File: src/rtl/systolic_seq_pkg.sv
// -----------------------------------------------------------------------------
// systolic_seq_pkg
// Shared types and default constants for the systolic tile sequencer.
//   seq_state_e     : sequencer FSM states (IDLE, LOAD, COMPUTE, DRAIN, DONE)
//   DEF_*           : default parameter values for the sequencer
//   ctr_width()     : width of a counter holding 0..n-1 (at least one bit)
// -----------------------------------------------------------------------------
package systolic_seq_pkg;

    typedef enum logic [2:0] {
        IDLE    = 3'd0,
        LOAD    = 3'd1,
        COMPUTE = 3'd2,
        DRAIN   = 3'd3,
        DONE    = 3'd4
    } seq_state_e;

    localparam int DEF_MATRIX_SIZE = 2;
    localparam int DEF_PE_LATENCY  = 4;
    localparam int DEF_CNT_W       = 16;

    // A PE_LATENCY of 1 still needs a one-bit slot counter.
    function automatic int ctr_width(input int n);
        return (n > 1) ? $clog2(n) : 1;
    endfunction

endpackage

File: src/rtl/systolic_skew_shreg.sv
// -----------------------------------------------------------------------------
// systolic_skew_shreg
// N-bit right-shift register producing the staggered per-row multiply enables.
// Bit N-1 is the insertion point, so the first row to be enabled is N-1 and
// each further shift walks the enable wavefront towards bit 0.
// Ports:
//   clk, reset    : clock, asynchronous active-high reset
//   shift_en      : shift right by one, inserting ins at bit N-1
//   ins           : bit inserted at the top on a shift
//   clear         : synchronous clear (wins over shift_en)
//   q             : register contents
//   shift_zero    : register would be all-zero after a shift with current ins
// -----------------------------------------------------------------------------
module systolic_skew_shreg #(
    parameter int N = 2
) (
    input  logic         clk,
    input  logic         reset,
    input  logic         shift_en,
    input  logic         ins,
    input  logic         clear,
    output logic [N-1:0] q,
    output logic         shift_zero
);

    logic [N-1:0] q_q;
    logic [N-1:0] q_d;
    logic [N-1:0] shifted;

    assign shifted    = {ins, q_q[N-1:1]};
    assign shift_zero = (shifted == '0);
    assign q          = q_q;

    always_comb begin
        q_d = q_q;
        if (clear) begin
            q_d = '0;
        end else if (shift_en) begin
            q_d = shifted;
        end
    end

    always_ff @(posedge clk or posedge reset) begin
        if (reset) begin
            q_q <= '0;
        end else begin
            q_q <= q_d;
        end
    end

endmodule

File: src/rtl/systolic_tile_sequencer.sv
// -----------------------------------------------------------------------------
// systolic_tile_sequencer
// Sequences one tile on an MATRIX_SIZE x MATRIX_SIZE weight-stationary systolic
// array: row-by-row weight load, staggered multiply enables (one issue slot
// every PE_LATENCY cycles), drain, then a one-cycle done pulse. Tiles may run
// back to back without reset.
// Optional feature macro: SYSTOLIC_SEQ_STALL_EN adds the stall input, which
// freezes sequencing while the activation feeder is starved.
// Ports:
//   clk, reset      : clock, asynchronous active-high reset
//   cmd_valid/ready : tile command handshake (ready only in IDLE)
//   cmd_vec_count   : activation vectors in the tile, sampled on handshake
//   stall           : freeze request (only with SYSTOLIC_SEQ_STALL_EN)
//   load_weight     : one-hot row weight-load strobe
//   weight_row_sel  : index of the row being loaded
//   enable_mult     : per-row multiply enables, bit N-1 enabled first
//   vec_issue       : one-cycle pulse per activation vector issued
//   busy            : sequencer not idle
//   done            : one-cycle completion pulse
// -----------------------------------------------------------------------------
module systolic_tile_sequencer
    import systolic_seq_pkg::*;
#(
    parameter int MATRIX_SIZE = DEF_MATRIX_SIZE,
    parameter int PE_LATENCY  = DEF_PE_LATENCY,
    parameter int CNT_W       = DEF_CNT_W
) (
    input  logic                           clk,
    input  logic                           reset,
    input  logic                           cmd_valid,
    output logic                           cmd_ready,
    input  logic [CNT_W-1:0]               cmd_vec_count,
`ifdef SYSTOLIC_SEQ_STALL_EN
    input  logic                           stall,
`endif
    output logic [MATRIX_SIZE-1:0]         load_weight,
    output logic [$clog2(MATRIX_SIZE)-1:0] weight_row_sel,
    output logic [MATRIX_SIZE-1:0]         enable_mult,
    output logic                           vec_issue,
    output logic                           busy,
    output logic                           done
);

    localparam int N      = MATRIX_SIZE;
    localparam int ROW_W  = $clog2(MATRIX_SIZE);
    localparam int SLOT_W = ctr_width(PE_LATENCY);

    localparam logic [ROW_W-1:0]  LAST_ROW  = ROW_W'(N - 1);
    localparam logic [SLOT_W-1:0] LAST_SLOT = SLOT_W'(PE_LATENCY - 1);
    localparam logic [N-1:0]      ROW0_HOT  = N'(1);

    seq_state_e        state_q, state_d;
    logic [ROW_W-1:0]  row_q, row_d;
    logic [SLOT_W-1:0] slot_q, slot_d;
    logic [CNT_W-1:0]  issued_q, issued_d;
    logic [CNT_W-1:0]  count_q, count_d;
    logic [N-1:0]      load_weight_q, load_weight_d;
    logic [ROW_W-1:0]  row_sel_q, row_sel_d;
    logic              vec_issue_q, vec_issue_d;
    logic              done_q, done_d;

    logic              sh_shift;
    logic              sh_ins;
    logic              sh_clear;
    logic              sh_zero;
    logic [N-1:0]      sh_q;

    logic              stall_act;
    logic              slot_end;
    logic [ROW_W-1:0]  row_inc;
    logic [CNT_W-1:0]  issued_inc;

    assign slot_end   = (slot_q == LAST_SLOT);
    assign row_inc    = row_q + ROW_W'(1);
    assign issued_inc = issued_q + CNT_W'(1);

    always_comb begin
        state_d       = state_q;
        row_d         = row_q;
        slot_d        = slot_q;
        issued_d      = issued_q;
        count_d       = count_q;
        load_weight_d = '0;
        row_sel_d     = row_sel_q;
        vec_issue_d   = 1'b0;
        done_d        = 1'b0;
        sh_shift      = 1'b0;
        sh_ins        = 1'b0;
        sh_clear      = 1'b0;

        // A stalled cycle leaves every counter and the enable wavefront
        // untouched; the strobes default to 0 above.
        if (!stall_act) begin
            case (state_q)
                IDLE: begin
                    if (cmd_valid) begin
                        count_d   = cmd_vec_count;
                        issued_d  = '0;
                        row_d     = '0;
                        slot_d    = '0;
                        row_sel_d = '0;
                        if (cmd_vec_count == '0) begin
                            state_d = DONE;
                            done_d  = 1'b1;
                        end else begin
                            state_d       = LOAD;
                            load_weight_d = ROW0_HOT;
                        end
                    end
                end

                LOAD: begin
                    if (row_q == LAST_ROW) begin
                        // The edge after the last row load opens issue slot 0.
                        sh_shift    = 1'b1;
                        sh_ins      = 1'b1;
                        issued_d    = issued_inc;
                        vec_issue_d = 1'b1;
                        slot_d      = '0;
                        row_sel_d   = '0;
                        state_d     = (issued_inc == count_q) ? DRAIN : COMPUTE;
                    end else begin
                        row_d         = row_inc;
                        row_sel_d     = row_inc;
                        load_weight_d = ROW0_HOT << row_inc;
                    end
                end

                COMPUTE: begin
                    if (slot_end) begin
                        sh_shift    = 1'b1;
                        sh_ins      = 1'b1;
                        issued_d    = issued_inc;
                        vec_issue_d = 1'b1;
                        slot_d      = '0;
                        if (issued_inc == count_q) begin
                            state_d = DRAIN;
                        end
                    end else begin
                        slot_d = slot_q + SLOT_W'(1);
                    end
                end

                DRAIN: begin
                    if (slot_end) begin
                        sh_shift = 1'b1;
                        slot_d   = '0;
                        if (sh_zero) begin
                            state_d  = DONE;
                            done_d   = 1'b1;
                            sh_clear = 1'b1;
                        end
                    end else begin
                        slot_d = slot_q + SLOT_W'(1);
                    end
                end

                DONE: begin
                    state_d = IDLE;
                end

                default: begin
                    state_d = IDLE;
                end
            endcase
        end
    end

    always_ff @(posedge clk or posedge reset) begin
        if (reset) begin
            state_q       <= IDLE;
            row_q         <= '0;
            slot_q        <= '0;
            issued_q      <= '0;
            count_q       <= '0;
            load_weight_q <= '0;
            row_sel_q     <= '0;
            vec_issue_q   <= 1'b0;
            done_q        <= 1'b0;
        end else begin
            state_q       <= state_d;
            row_q         <= row_d;
            slot_q        <= slot_d;
            issued_q      <= issued_d;
            count_q       <= count_d;
            load_weight_q <= load_weight_d;
            row_sel_q     <= row_sel_d;
            vec_issue_q   <= vec_issue_d;
            done_q        <= done_d;
        end
    end

    systolic_skew_shreg #(
        .N (N)
    ) u_skew (
        .clk        (clk),
        .reset      (reset),
        .shift_en   (sh_shift),
        .ins        (sh_ins),
        .clear      (sh_clear),
        .q          (sh_q),
        .shift_zero (sh_zero)
    );

`ifdef SYSTOLIC_SEQ_STALL_EN
    logic hold_q, hold_d;

    assign stall_act = stall && (state_q inside {LOAD, COMPUTE, DRAIN});
    assign hold_d    = stall_act;

    // The wavefront itself is frozen in the shift register; only the
    // visible enables are masked for the cycles following a stalled edge.
    always_ff @(posedge clk or posedge reset) begin
        if (reset) begin
            hold_q <= 1'b0;
        end else begin
            hold_q <= hold_d;
        end
    end

    assign enable_mult = hold_q ? '0 : sh_q;
`else
    assign stall_act   = 1'b0;
    assign enable_mult = sh_q;
`endif

    assign cmd_ready      = (state_q == IDLE);
    assign busy           = (state_q != IDLE);
    assign load_weight    = load_weight_q;
    assign weight_row_sel = row_sel_q;
    assign vec_issue      = vec_issue_q;
    assign done           = done_q;

endmodule

File: config.mk
export PLATFORM = sky130hd
export DESIGN_NAME = systolic_tile_sequencer
export DESIGN_NICKNAME = d
export VERILOG_FILES = /design/src/rtl/systolic_seq_pkg.sv /design/src/rtl/systolic_skew_shreg.sv /design/src/rtl/systolic_tile_sequencer.sv
export SDC_FILE = /design/constraint.sdc
export NUM_CORES = 1
export LEC_CHECK = 0
export ABC_AREA = 1
export CORE_MARGIN = 5
export CORE_UTILIZATION = 30
export CTS_CLUSTER_SIZE = 20
export DETAILED_ROUTE_END_ITERATION = 10
export GPL_ROUTABILITY_DRIVEN = 0
export SLEW_MARGIN = 40
export SYNTH_ARGS = -nofsm -noshare
export SYNTH_HDL_FRONTEND = slang
export SYNTH_HIERARCHICAL = 1
export SYNTH_SLANG_ARGS = --single-unit
File: constraint.sdc
create_clock -name clk -period 2.1 [get_ports clk]
set_input_delay 0.63 -clock clk [delete_from_list [all_inputs] [get_ports clk]]
set_output_delay 0.63 -clock clk [all_outputs]
set_load 0.1 [all_outputs]
Word-level counts from Yosys, hierarchy flattened
Index checks and enable logic that the tools add are counted.
{"block": "word_totals", "elab_cells": 77, "ff_bits": 45, "output_inout_bits": 9}
{"block": "op_classes", "eq_ne": 11, "shift": 1, "n_reduce_logical": 14, "muxes": 38, "n_addsub": 3}
{"operator": "two-way mux 16 bit", "count": 3}
{"operator": "one-hot mux 16 bit (3 select lines)", "count": 1}
{"operator": "two-way mux 3 bit", "count": 7}
{"operator": "adder 16 x 1 -> 16 bit, second input constant", "count": 1}
{"operator": "equality test 16 bit", "count": 1}
{"operator": "logical NOT 16 bit", "count": 1}
{"operator": "two-way mux 1 bit", "count": 13}
{"operator": "two-way mux 2 bit", "count": 6}
{"operator": "inequality test 2 bit, second input constant", "count": 6}
{"operator": "one-hot mux 3 bit (4 select lines)", "count": 1}
{"operator": "one-hot mux 1 bit (2 select lines)", "count": 5}
{"operator": "nonzero test 3 bit", "count": 3}
{"operator": "equality test 3 x 2 -> 1 bit, second input constant", "count": 2}
{"operator": "one-hot mux 2 bit (3 select lines)", "count": 1}
{"operator": "AND reduction 6 bit", "count": 1}
{"operator": "one-hot mux 2 bit (2 select lines)", "count": 1}
{"operator": "AND reduction 2 bit", "count": 2}
{"operator": "AND reduction 4 bit", "count": 1}
{"operator": "nonzero test 2 bit", "count": 2}
{"operator": "equality test 3 x 1 -> 1 bit, second input constant", "count": 1}
{"operator": "logical NOT 3 bit", "count": 1}
{"operator": "AND reduction 3 bit", "count": 1}
{"operator": "adder 2 x 1 -> 2 bit, second input constant", "count": 1}
{"operator": "equality test 2 bit, second input constant", "count": 1}
{"operator": "other kinds (4)", "count": 4}

Depth between registers and ports, before layout
Gate-level depths: netlist of the first run.
{"block": "depth", "word_depth": 8, "ltp_mapped": 16, "mapped_depth_nobuf": 16}

Cells and area by module
The synthesis of the first run kept the hierarchy.
{"mod": "systolic_tile_sequencer", "cells_each": 375, "seq_area_each_um2": 1076.0, "area_each_um2": 2687.6, "n_inst": 1}
{"mod": "systolic_skew_shreg", "cells_each": 12, "seq_area_each_um2": 50.0, "area_each_um2": 92.6, "n_inst": 1}

Worst setup path before layout of the first run
Ideal clock, no wire load.
{"block": "synth_path", "path_kind": "reg-to-output", "from": "register state_q[2]", "to": "output port cmd_ready", "stages_incl_launch_ff": 4, "t_arrival_ps": 2075, "required_ps": 1470, "setup_slack_ps": -605, "cell_sequence": "dfrtp_1 -> nor2_1 -> nand2_1 -> inv_1"}
{"block": "synth_between", "elab_chain_len": 1}
{"element": "start: declaration", "line_no": "systolic_tile_sequencer.sv:52", "text": "seq_state_e state_q, state_d;"}
{"element": "start signal: assignment", "line_no": "systolic_tile_sequencer.sv:181", "text": "state_q <= state_d;"}
{"element": "logical NOT 3 bit", "line_no": "systolic_tile_sequencer.sv:227", "text": "assign cmd_ready = (state_q == IDLE);"}
{"element": "end: declaration", "line_no": "systolic_tile_sequencer.sv:31", "text": "output logic cmd_ready,"}
Every way passes these cells.

Worst setup path after layout of the first run
Same ends and word-level chain as after synthesis.

==> results.md, run 1 <==
Pwr:
- Summed over all cells, the static leakage comes to 1.68 nW.
- The worst vdd rail ir drop is 0.231 mV.
- Power comes to 1.63 mW.
- The power density over cell area is 459 nW/um2.

STA:
- The smallest clock period supported by the final layout is computed as 2.03 ns.
- The maximum achievable frequency is 494 MHz.
- Final hold analysis gives a worst-case slack of 0.443 ns.
- In this run the tightest slew margin relative to its limit is 76.0%.
- The sum of negative setup slack is 0 ns.
- The worst path meets setup with 0.0748 ns of slack.
- The setup-violating endpoint count in the final report is 0.
- The final critical-path share of the clock period is 96.4%.
- The number of hold violations in the final report is 0.
- For the pin with the worst max-slew slack, the measured transition is 0.357 ns.
- The worst clock skew is 0.00448 ns.
- The final count of pins violating max slew is 0.

Final layout:
- The number of antenna diodes is 0.
- Leaving out fill and tap cells, the most frequent cell in the layout is sky130_fd_sc_hd__nand2_1.
- In the layout the commonest cells are 129 x sky130_fd_sc_hd__nand2_1, 47 x sky130_fd_sc_hd__inv_1, 45 x sky130_fd_sc_hd__dfrtp_1.
- The number of nets in the final layout is 456.
- Compared with the post-synthesis result, the final layout area differs by 27.5%.
- For this run, the share of the core covered by cells in the final layout is 38.7%.
- In the final layout, the share of cells above drive strength 1 is 15.8%.
- Counting the fill cells in the layout gives 928.
- The post-layout instance count excluding filler cells is 547.
- After routing the design area is 3540 um2.

Routing:
- The number of DRC violations after detailed routing is 0.
- Detailed routing inserted a total of 2,585 vias.
- Once detail routing completed, the nets flagged for antenna violations numbered 0.
- The initial DRC count is 253.
- The total length of routed wires is 7230 um.
- After detailed routing, the number of vias per cell comes to 4.73.
- The first detailed-routing pass took 4 iterations.
- The final routed wire length divided by cell count is 13.2 um.

Yosys:
- The area share of the leading cell type in the synthesized netlist is 40.5%.
- The synthesized net count is 408.
- A synthesized cell averages 7.18 um2.
- Sorting the synthesized cells by area gives the leading types as sky130_fd_sc_hd__dfrtp_1 41%, sky130_fd_sc_hd__nand2_1 18%, sky130_fd_sc_hd__nand3_1 6.8%.
- After Yosys synthesis, XOR and XNOR cells account for 1.44% of the synthesized area.
- The number of flip-flops and latches in the synthesized netlist is 45.
- After synthesis, the largest family of logic cells by area is simple AND/OR/NAND/NOR gates.
- The synthesized netlist contains 31 unique library cells.
- The cell area after synthesis is 2780 um2.
- After Yosys synthesis, and, or, nand and nor cells account for 40.9% of the synthesized area.
- Counting every instance in the synthesized netlist gives 387.
- The largest area contributor in the synthesized netlist is sky130_fd_sc_hd__dfrtp_1.
- The Yosys step of the flow raised 6 warnings.
- Summing the areas of all compound-gate instances in the mapped netlist gives 8.55% of the synthesized area.
- The synthesized netlist devotes 0.900% of its cell area to adder and majority cells.
- The multiplexer share of the synthesized area is 0%.
- Sequential cells were found to cover 40.5% of the synthesized design area.

Placed design:
- The total placed cells including tap cells is 537.
- At the placement stage, the worst setup path has a slack of -0.113 ns.
- Summing all placed instances gives a cell area of 3400 um2.
- Buffers placed on the I/O ports in this run total 27.
- The wire-length estimate of the detail-placed layout is 5570 um.

Run status:
- The flow ran to the end, and the final reports show no timing, DRC or antenna violations.

Clock tree:
- The H-tree depth reported by CTS is 2.
- For this design, the sink count on the clock tree is 45.
- The clock latency on the worst-skew pair is 0.30 ns.
- TritonCTS built the clock tree.
- Clock-pin slew was measured on the worst setup and hold paths at 0.09 ns.
- The number of buffers inserted by hold repair at cts is 0.
- The maximum root-to-sink buffer count is 2.
- The number of clock buffers inserted by TritonCTS is 5.
- The clock tree root driver cell is sky130_fd_sc_hd__clkbuf_8.

GRT:
- The global-route usage over all layers is 13.3%.
- The initial antenna violation count is 0.
- Entering global routing, the biggest net connects 44 pins.
- The total overflow reported by the global router is 0.
- The first global-routing pass estimated 12,100 um of wire.
- The number of global-route vias before repair was 2,484.

Worst setup path:
- STA puts the critical path data required time at 1.47 ns.
- The critical-path maximum fanout is 5.
- STA puts the critical path data arrival time at 1.40 ns.
- The capturing element type of the critical path is a primary output.
- The worst setup path is of the reg -> out kind.
- The worst setup path is launched from a flip-flop.

Die:
- In this run the vertical extent of the chip is 106 um.
- The region available for standard cell placement spans 9150 um2.
- The effective utilization at floorplan is 30.4%.
- The number of primary I/O pins is 28.
- Row generation in the floorplan step produced 35 rows.
- The floorplan step set the die width to 106 um.
- The area of the die is 11,300 um2.

Run:
- The number of maximum-capacitance violations is 0.

Hold path:
- The class of the tightest hold or removal check is reg -> reg.
[per-layer routing]
layer / vias up / share of wire (%) / global-route usage [%]
met5: - / 0 / 0
met4: 0 / 0.39 / 1.94
met3: 2 / 6.1 / 2.79
met2: 59 / 44 / 20.8
met1: 1167 / 49 / 19.1
li1: 1357 / - / -
[worst max-delay path, stage by stage (launching register included)]
cell and delay (ns):
sky130_fd_sc_hd__dfrtp_1 0.43, sky130_fd_sc_hd__nor2_1 0.16, sky130_fd_sc_hd__buf_4 0.14, sky130_fd_sc_hd__nand2_4 0.08
sky130_fd_sc_hd__clkinvlp_4 0.11, sky130_fd_sc_hd__buf_12 0.17
[cells in the mapped netlist]
cell and number:
sky130_fd_sc_hd__o21ai_0 25, sky130_fd_sc_hd__nor3_1 2, sky130_fd_sc_hd__nand3_2 4, sky130_fd_sc_hd__nor2_1 30, sky130_fd_sc_hd__nor2_8 4, sky130_fd_sc_hd__xnor2_1 1
sky130_fd_sc_hd__nand2_4 1, sky130_fd_sc_hd__clkbuf_1 2, sky130_fd_sc_hd__o22ai_1 11, sky130_fd_sc_hd__o2111ai_1 1, sky130_fd_sc_hd__inv_2 3, sky130_fd_sc_hd__xnor3_1 1
sky130_fd_sc_hd__xor2_1 1, sky130_fd_sc_hd__o31ai_1 1, sky130_fd_sc_hd__nor4_1 1, sky130_fd_sc_hd__nor2_2 7, sky130_fd_sc_hd__dfrtp_1 45, sky130_fd_sc_hd__clkinv_1 1
sky130_fd_sc_hd__nand3_1 38, sky130_fd_sc_hd__nand4_2 1, sky130_fd_sc_hd__nor2_4 2, sky130_fd_sc_hd__a22o_1 1, sky130_fd_sc_hd__o21ai_2 1, sky130_fd_sc_hd__ha_1 2
sky130_fd_sc_hd__nand2_2 4, sky130_fd_sc_hd__nand3b_1 5, sky130_fd_sc_hd__nand2_1 130, sky130_fd_sc_hd__buf_2 1, sky130_fd_sc_hd__inv_1 50, sky130_fd_sc_hd__a21oi_1 2
sky130_fd_sc_hd__nand4_1 9
[final timing paths]
check	start	endpoint	slack (ns)	depth (start not counted)
setup / recovery	state_q[2]$_DFFE_PP0P_	cmd_ready	0.07	5
hold / removal	row_q$_DFFE_PP0P_	load_weight[1]$_DFF_PP0_	0.44	1
setup reg to reg	issued_q[0]$_DFFE_PP0P_	state_q[0]$_DFFE_PP0P_	0.12	14
hold reg to reg	row_q$_DFFE_PP0P_	load_weight[1]$_DFF_PP0_	0.44	1
max in group asynchronous	reset	issued_q[14]$_DFFE_PP0P_	1.18	3
min in group asynchronous	reset	u_skew/q[1]$_DFFE_PP0P_	0.53	2
[power breakdown]
group          total, mW  internal, mW  switching [mW]  leakage [nW]
clock network      0.553         0.237           0.316        0.0445
registers          0.911         0.889          0.0216         0.552
logic              0.164        0.0734          0.0908          1.08
total               1.63          1.20           0.429          1.68
[what timing repair did]
| item | 4_1_cts | 5_1_grt |
|---|---|---|
| gates resized for setup | 0 | 9 |
| endpoints found under the setup margin | 0 | 4 |
| buffers inserted | 0 | 2 |
[registers in the layout (all words and copies together) (netlist names)]
signal	count
u_skew/q	2
slot_q	2
load_weight	2
weight_row_sel	1
count_q	16
row_q	1
issued_q	16
done	1
vec_issue	1
state_q	3
[area by class of cell]
class | instances | area, um2 | area share (%)
Tap cell | 111 | 139 | 3.92
Clock inverter | 3 | 21.3 | 0.600
Multi-Input combinational cell | 285 | 1480 | 41.8
Clock buffer | 5 | 68.8 | 1.94
Inverter | 54 | 206 | 5.83
Timing Repair Buffer | 44 | 500 | 14.1
Sequential cell | 45 | 1130 | 31.8
[logic make-up after synthesis]
group                    after synthesis
AND/OR/NAND/NOR                      238
flip-flops                            45
AO/OA/AOI/OAI                         42
XOR/XNOR                               3
adder cells (fa/ha/maj)                2
buffers and inverters                 57
(Power assumes the default switching activity.)
==> run 2, diff against run 1 <==
==> constraint.sdc (replaced) <==
create_clock -name clk -period 2.1 [get_ports clk]
set_input_delay 0.315 -clock clk [delete_from_list [all_inputs] [get_ports clk]]
set_output_delay 0.315 -clock clk [all_outputs]
set_load 0.1 [all_outputs]
==> run 2 against run 1 <==
Die area is the same. Largest cell class unchanged. Cell area shrank 2.1%. Clock skew grew 0.0061 ns. Count of clock-buffer cells in the layout is the same. Critical path depth grew 9. Via count grew 2.8%. Sequential power is essentially flat. Largest power group unchanged.
==> results.md, run 2 (synthesis results as in run 1) <==
Worst setup path:
- The capturing element type of the critical path is a flip-flop.
- The worst setup path is launched from a flip-flop.
- The register-to-register setup slack is 0.13 ns (about the same).
- In this run the critical register-to-register path is captured at state_q[0]$_DFFE_PP0P_.
- The start point of the critical path is issued_q[0]$_DFFE_PP0P_.
- By startpoint and endpoint, the worst setup path is classified as reg -> reg.
- The data arrival time of the worst path is 2.22 ns (+0.82 ns).
- The depth of the worst register-to-register path is 14 (unchanged).
- The startpoint identified for the worst register-to-register timing path is issued_q[0]$_DFFE_PP0P_.
- The critical path data required time came to 2.35 ns (+0.88 ns).
- The critical-path maximum fanout is 9 (+4).

Routing:
- The remaining antenna violation count is 0 (unchanged).
- The final routed wire length divided by cell count was 13.5 um (+2.3%).
- The initial DRC count is 112 (-56%).
- The routed metal-1 wirelength is 3600 um (+1.5%).
- The total via count in the routed design is 2,658 (+2.8%).
- The highest metal layer with signal wires is met4.
- The average vias per placed instance is 4.87 (+3.0%).
- The number of DRC violations after detailed routing came to 0 (unchanged).
- The number of search-and-repair iterations in the first detailed-routing pass is 4 (unchanged).
- The wire length on met2 was 3300 um (+2.5%).
- The met3 wire length is 381 um (-14%).
- The total length of routed wires is 7390 um (+2.1%).

Final layout:
- The share of layout cells above drive strength 1 was 15.9% (+0.036 points).
- Relative to the synthesized area, the layout overhead comes to 24.8%.
- The number of antenna diodes is 0 (unchanged).
- The layout filler cell count is 942 (+1.5%).
- The final non-filler cell area is 3470 um2 (-2.1%).
- The largest registers in the layout are count_q: 16 flops, issued_q: 16 flops, state_q: 3 flops.
- In the layout the commonest cells are 127 x sky130_fd_sc_hd__nand2_1, 49 x sky130_fd_sc_hd__inv_1, 44 x sky130_fd_sc_hd__dfrtp_1.
- The number of nets in the final layout came to 455 (-0.22%).
- The most common cell after layout, fill and taps aside is sky130_fd_sc_hd__nand2_1.
- The post-layout instance count excluding filler cells is 546 (-0.18%).

Placed design:
- The sum of net half-perimeters after detailed placement is 5740 um (+3.1%).
- The total placed cells including tap cells is 533 (-0.74%).
- The number of buffer cells added on primary ports is 27 (unchanged).
- The area of placed instances was 3270 um2 (-3.9%).

STA:
- The maximum achievable frequency is 508 MHz (+2.9%).
- The measured slew at the worst slew-check pin came to 0.530 ns (+0.173 ns).
- The final critical-path share of the clock period is 93.7% (-2.7 points).
- The sum of negative setup slack is 0 ns (unchanged).
- The setup-violating endpoint count in the final report is 0 (unchanged).
- The final count of pins violating max slew is 0 (unchanged).
- The number of hold violations in the final report is 0 (unchanged).
- The minimum clock period came to 1.97 ns (-0.0571 ns).
- The tightest hold margin was 0.180 ns (-0.263 ns).
- Setup repair after global routing could not meet its margin everywhere.
- The worst slew margin relative to its limit is 64.4% (-12 points).
- The worst clock skew is 0.0106 ns (+0.00610 ns).

Pwr:
- The standby leakage power was 1.67 nW (-0.62%).
- The worst vdd rail ir drop came to 0.301 mV (+30%).
- The power density over cell area came to 513 nW/um2 (+12%).
- The total power of the final layout was 1.78 mW (+9.2%).

Clock tree:
- The H-tree depth reported by CTS came to 2 (unchanged).
- The clock-pin slew reported for the worst setup and hold paths after clock tree synthesis is 0.10 ns (about the same).
- The maximum root-to-sink buffer count was 2 (unchanged).
- The clock latency on the worst-skew pair is 0.31 ns (about the same).
- TritonCTS built the clock tree.
- The number of clock buffers inserted by TritonCTS is 5 (unchanged).
- The clock sink count is 45 (unchanged).
- The clock tree root driver cell is sky130_fd_sc_hd__clkbuf_8.
- The number of buffers inserted by hold repair at cts is 0 (unchanged).

Run:
- The number of maximum-capacitance violations is 0 (unchanged).

Die:
- The total number of placement rows is 35 (unchanged).
- The effective utilization at floorplan is 30.4% (unchanged).
- The number of primary I/O pins is 28 (unchanged).
- The core outline area is 9150 um2 (unchanged).
- The vertical die dimension is 106 um (unchanged).
- The die boundary width is 106 um (unchanged).
- The area of the die was 11,300 um2 (unchanged).

GRT:
- The initial antenna violation count is 0 (unchanged).
- The global-route wire length before repair is 12,400 um (+2.5%).
- The global-route usage over all layers is 13.5% (+0.24 points).
- The number of global-route vias before repair is 2,615 (+5.3%).
- The largest net degree at the start of global routing is 21 (-52%).
- The total overflow reported by the global router is 0 (unchanged).

Hold path:
- The class of the tightest hold or removal check is in -> async.

Run status:
- The flow ran to the end, and the final reports show no timing, DRC or antenna violations.
run 2: changes by cell type in the layout (fill, tap and decap cells not counted), sizes merged:
cell,before,now
clkinvlp,2,0
inv,53,54
nor2,43,44
buf,26,24
bufinv,0,1
run 2: metal layers:
metal  vias up  track usage, %
li1       1352               -
met4         0            3.33
met1      1232            18.2
met3        11            2.67
met2        63            22.2
met5         -               0
run 2: cell type report:
type / count / area [um2] / area share [%]
multi-input cells: 286 / 1500 / 43.2
flip-flops and latches: 45 / 1130 / 32.5
repair buffers: 42 / 385 / 11.1
inverters: 54 / 203 / 5.84
well taps: 111 / 139 / 4.00
clock buffers: 5 / 68.8 / 1.98
clock inverters: 3 / 47.5 / 1.37
run 2: worst max path at each step:
| stage | endpoint | cells after the start |
|---|---|---|
| after floorplan | u_skew/q[0]$_DFFE_PP0P_ | 12 |
| final | state_q[0]$_DFFE_PP0P_ | 14 |
| after global routing | state_q[0]$_DFFE_PP0P_ | 15 |
| after global placement | state_q[0]$_DFFE_PP0P_ | 9 |
| after detailed placement | state_q[0]$_DFFE_PP0P_ | 12 |
| after CTS | state_q[0]$_DFFE_PP0P_ | 15 |
run 2: repair_timing:
action / CTS / global route
gates resized for setup: 0 / 13
setup endpoints to repair: 0 / 4
buffers inserted: 0 / 4
run 2: worst max-delay path: stages (launching register included):
cell and delay [ns]:
sky130_fd_sc_hd__dfrtp_1 0.40, sky130_fd_sc_hd__buf_4 0.15, sky130_fd_sc_hd__inv_1 0.10, sky130_fd_sc_hd__nor2_8 0.20, sky130_fd_sc_hd__buf_4 0.16, sky130_fd_sc_hd__nand4_1 0.10, sky130_fd_sc_hd__nand2_1 0.11, sky130_fd_sc_hd__nand2_1 0.05
sky130_fd_sc_hd__nand2_1 0.07, sky130_fd_sc_hd__nand2_1 0.06, sky130_fd_sc_hd__nor2_1 0.10, sky130_fd_sc_hd__nand3_1 0.14, sky130_fd_sc_hd__a21oi_1 0.16, sky130_fd_sc_hd__nand2_1 0.06, sky130_fd_sc_hd__nand2_1 0.06
run 2: metrics by stage:
step | worst slack (ns) | utilization (%)
floorplan | 0.0748 | -
global placement | 0.140 | 35.7
detailed placement | 0.0993 | 35.7
CTS | 0.0989 | 37.0
global route | -0.0254 | 37.9
finish | 0.132 | 37.9
run 2: power by group:
group	total, mW	internal, mW	switching (mW)	leakage, nW
combinational	0.168	0.0738	0.0938	1.06
clock	0.698	0.364	0.334	0.0591
sequential	0.912	0.890	0.0226	0.550
total	1.78	1.33	0.451	1.67
==> run 3, diff against run 2 <==
ABC_AREA = default   (was 1)
CORE_UTILIZATION = 35   (was 30)
==> run 3 against run 2 <==
Register-to-register slack got worse by 0.07 ns. Sequential power up 9.6%. Cell area is 2.9% higher. Count of clock-buffer cells in the layout is the same. Flip-flop and latch count stayed put. Global-route usage up 1.5 points. Critical endpoint unchanged. Largest power group unchanged.
==> results.md, run 3 <==
Die:
- The effective utilization at floorplan is 35.8% (+5.4 points).
- The core outline area was 7250 um2 (-21%).
- The area of the die is 9240 um2 (-18%).
- The vertical die dimension is 96.1 um (-9.5%).
- The number of primary I/O pins is 28 (unchanged).
- The die boundary width came to 96.1 um (-9.5%).
- The total number of placement rows is 31 (-11%).

Worst setup path:
- The critical-path maximum fanout is 5 (-4).
- The startpoint identified for the worst register-to-register timing path is state_q[0]$_DFFE_PP0P_.
- The critical path data required time is 2.30 ns (-0.05 ns).
- The path type of the worst setup path is reg -> reg.
- The data arrival time of the worst path is 2.23 ns (about the same).
- The capturing element type of the critical path is a flip-flop.
- The critical register-to-register path endpoint is state_q[0]$_DFFE_PP0P_.
- The register-to-register setup slack is 0.06 ns (-0.07 ns).
- STA classifies the critical path startpoint as a flip-flop.
- The depth of the worst register-to-register path is 11 (-3).

STA:
- The final count of pins violating max slew is 0 (unchanged).
- The number of hold violations in the final report is 0 (unchanged).
- The sum of negative setup slack was 0 ns (unchanged).
- The worst clock skew is 0.00973 ns (-0.000840 ns).
- The minimum clock period came to 2.04 ns (+0.0676 ns).
- The maximum achievable frequency is 491 MHz (-3.3%).
- The measured slew at the worst slew-check pin is 0.434 ns (-0.0963 ns).
- The final critical-path share of the clock period was 96.9% (+3.2 points).
- The setup-violating endpoint count in the final report is 0 (unchanged).
- The worst slew margin relative to its limit is 70.8% (+6.4 points).

Placed design:
- The sum of net half-perimeters after detailed placement was 4650 um (-19%).
- The number of buffer cells added on primary ports is 27 (unchanged).

Final layout:
- The post-synthesis to final-layout area growth is 37.4%.
- The final core area utilization is 49.2% (+11 points).
- The sequential cell area is 1130 um2 (+0.44%).
- The number of antenna diodes is 0 (unchanged).
- Leaving out fill and tap cells, the most frequent cells in the layout are 47 x sky130_fd_sc_hd__buf_4, 40 x sky130_fd_sc_hd__dfrtp_1, 24 x sky130_fd_sc_hd__o21ai_0.
- The share of layout cells above drive strength 1 is 32.8% (+17 points).
- Leaving out fill and tap cells, the most frequent cell in the layout is sky130_fd_sc_hd__buf_4.
- In the final layout, the registers with the most flip-flops are count_q: 16 flops, issued_q: 16 flops, state_q: 3 flops.
- The number of nets in the final layout came to 349 (-23%).
- The total area of multi-input combinational cells is 1530 um2 (+2.3%).
- The layout filler cell count was 666 (-29%).

GRT:
- The total overflow reported by the global router is 0 (unchanged).
- The largest net degree at the start of global routing was 44 (+110%).
- The number of global-route vias before repair came to 2,200 (-16%).
- The global-route usage over all layers is 15.0% (+1.5 points).
- The initial antenna violation count came to 0 (unchanged).
- The global-route wire length before repair is 10,700 um (-13%).

Routing:
- The total via count in the routed design is 2,231 (-16%).
- The number of DRC violations after detailed routing is 0 (unchanged).
- The total length of routed wires is 6560 um (-11%).
- The final routed wire length divided by cell count is 15.3 um (+13%).
- The average vias per placed instance is 5.21 (+7.1%).
- The remaining antenna violation count was 0 (unchanged).
- The initial DRC count is 85 (-24%).
- The number of search-and-repair iterations in the first detailed-routing pass is 4 (unchanged).

Yosys:
- The area share of the leading cell type in the synthesized netlist is 43.4% (+2.9 points).
- The share of flip-flops with an asynchronous set or reset is 100% (unchanged).
- Among all flip-flop cells after synthesis, the most frequent one is sky130_fd_sc_hd__dfrtp_1.
- The synthesized instance count came to 266 (-31%).
- The proportion of synthesized chip area in sequential cells is 43.4% (+2.9 points).
- The number of enable flip-flop cells after synthesis is 0 (unchanged).
- The cell area after synthesis is 2600 um2 (-6.6%).
- Among all cell types in the netlist, the one instantiated most often is sky130_fd_sc_hd__dfrtp_1.
- The number of flip-flops and latches in the synthesized netlist is 45 (unchanged).
- The synthesized net count is 287 (-30%).
- The mean cell area of the mapped netlist is 9.76 um2 (+36%).
- By area the synthesized netlist is led by sky130_fd_sc_hd__dfrtp_1 43%, sky130_fd_sc_hd__mux2_2 7.8%, sky130_fd_sc_hd__xnor2_1 5.4%.
- By count the netlist is led by 45 x sky130_fd_sc_hd__dfrtp_1, 24 x sky130_fd_sc_hd__o21ai_0, 20 x sky130_fd_sc_hd__nand2_1, 18 x sky130_fd_sc_hd__mux2_2, 17 x sky130_fd_sc_hd__nor2_1.
- The number of distinct library cells after synthesis came to 51 (+65%).
- The largest area contributor in the synthesized netlist is sky130_fd_sc_hd__dfrtp_1.
- The count of warnings emitted by yosys is 6 (unchanged).

Clock tree:
- The maximum root-to-sink buffer count is 2 (unchanged).
- The H-tree depth reported by CTS is 2 (unchanged).
- The number of clock buffers inserted by TritonCTS is 5 (unchanged).
- The clock sink count was 45 (unchanged).
- TritonCTS built the clock tree.
- The clock-pin slew reported for the worst setup and hold paths after clock tree synthesis came to 0.09 ns (about the same).
- The clock latency on the worst-skew pair came to 0.30 ns (about the same).
- The clock tree root driver cell is sky130_fd_sc_hd__clkbuf_8.

Run status:
- The flow ran to the end, and the final reports show no timing, DRC or antenna violations.

Pwr:
- The power density over cell area is 727 nW/um2 (+42%).
- The standby leakage power is 1.56 nW (-6.8%).
- The worst vdd rail ir drop is 0.380 mV (+26%).

Run:
- The number of maximum-capacitance violations is 0 (unchanged).

Hold path:
- The worst hold path belongs to the class in -> async.
run 3: changes by cell type after synthesis, moves of 7 or more:
| cell | previous run | this run |
|---|---|---|
| sky130_fd_sc_hd__nor2_2 | 7 | 0 |
| sky130_fd_sc_hd__nand3_1 | 38 | 8 |
| sky130_fd_sc_hd__o22ai_1 | 11 | 0 |
| sky130_fd_sc_hd__xnor2_1 | 1 | 16 |
| sky130_fd_sc_hd__nand2_1 | 130 | 20 |
| sky130_fd_sc_hd__a21oi_1 | 2 | 10 |
| sky130_fd_sc_hd__nor2_1 | 30 | 17 |
| sky130_fd_sc_hd__mux2_2 | 0 | 18 |
| sky130_fd_sc_hd__inv_1 | 50 | 7 |
run 3: worst max-delay path by stage:
stage	from	to	slack [ns]	cells after the start
after floorplan	state_q[0]$_DFFE_PP0P_	busy	-0.30	3
after global placement	cmd_valid	state_q[0]$_DFFE_PP0P_	-0.24	12
after detailed placement	cmd_valid	state_q[0]$_DFFE_PP0P_	-0.32	12
after CTS	issued_q[0]$_DFFE_PP0P_	state_q[0]$_DFFE_PP0P_	0.05	7
after global routing	state_q[0]$_DFFE_PP0P_	state_q[0]$_DFFE_PP0P_	-0.02	11
final	state_q[0]$_DFFE_PP0P_	state_q[0]$_DFFE_PP0P_	0.06	11
run 3: stage by stage:
stage / setup slack [ns] / cell area, um2 / power (mW) / cells / hold slack [ns]
after detailed placement: -0.318 / 3320 / 1.77 / 416 / 0.474
after global routing: -0.0244 / 3570 / 2.73 / 428 / 0.206
after CTS: 0.0486 / 3470 / 2.56 / 424 / 0.205
final: 0.0642 / 3570 / 2.59 / 428 / 0.204
after global placement: -0.238 / 3320 / 1.76 / 416 / 0.467
after floorplan: -0.300 / 2720 / 1.50 / 266 / 0.0562
run 3: repair_timing:
action                                  CTS  global route
resized for setup                         5            14
hold buffers                              0             0
endpoints found under the setup margin    1             1
gates cloned                              0             0
pin swaps                                 2             5
setup buffers                             0             5
run 3: area by class of cell:
cell class	count	area share (%)
Clock buffer	5	1.93
Tap cell	99	3.47
Clock inverter	3	1.82
Timing Repair Buffer	69	17.2
Inverter	8	0.912
Sequential cell	45	31.7
Multi-Input combinational cell	199	43.0
run 3: worst max-delay path: stages (launching register included):
cell and delay, ns:
sky130_fd_sc_hd__dfrtp_2 0.46, sky130_fd_sc_hd__nand2b_4 0.17, sky130_fd_sc_hd__a31oi_4 0.18, sky130_fd_sc_hd__o21ai_2 0.08, sky130_fd_sc_hd__or2_4 0.27, sky130_fd_sc_hd__inv_4 0.05
sky130_fd_sc_hd__nor2_1 0.04, sky130_fd_sc_hd__and3_1 0.16, sky130_fd_sc_hd__a21oi_2 0.12, sky130_fd_sc_hd__a32oi_1 0.06, sky130_fd_sc_hd__or2_2 0.29, sky130_fd_sc_hd__o41ai_2 0.05
run 3: cells by family (layout without fill, tap and decap cells):
family / Yosys count / in the layout / synth area share, %
multiplexers: 22 / 22 / 9.35
adder cells (fa/ha/maj): 2 / 2 / 0.964
AO/OA/AOI/OAI: 59 / 59 / 14.2
flip-flops: 45 / 45 / 43.4
AND/OR/NAND/NOR: 94 / 94 / 20.9
XOR/XNOR: 22 / 22 / 7.42
buffers and inverters: 22 / 85 / 3.81
run 3: power breakdown:
part           internal, mW  switching (mW)  total [mW]
Sequential            0.930          0.0696        1.00
Combinational         0.343           0.464       0.807
Clock                 0.473           0.313       0.786
Total                  1.75           0.847        2.59
run 3: routing by layer:
metal  global-route usage, %  up-vias  part of all wire [%]
met5                       0        -                     0
met4                    6.64        0                   2.7
met3                    2.81       16                   4.9
met2                    22.3       60                    46
met1                    21.0     1081                    47
li1                        -     1074                     -
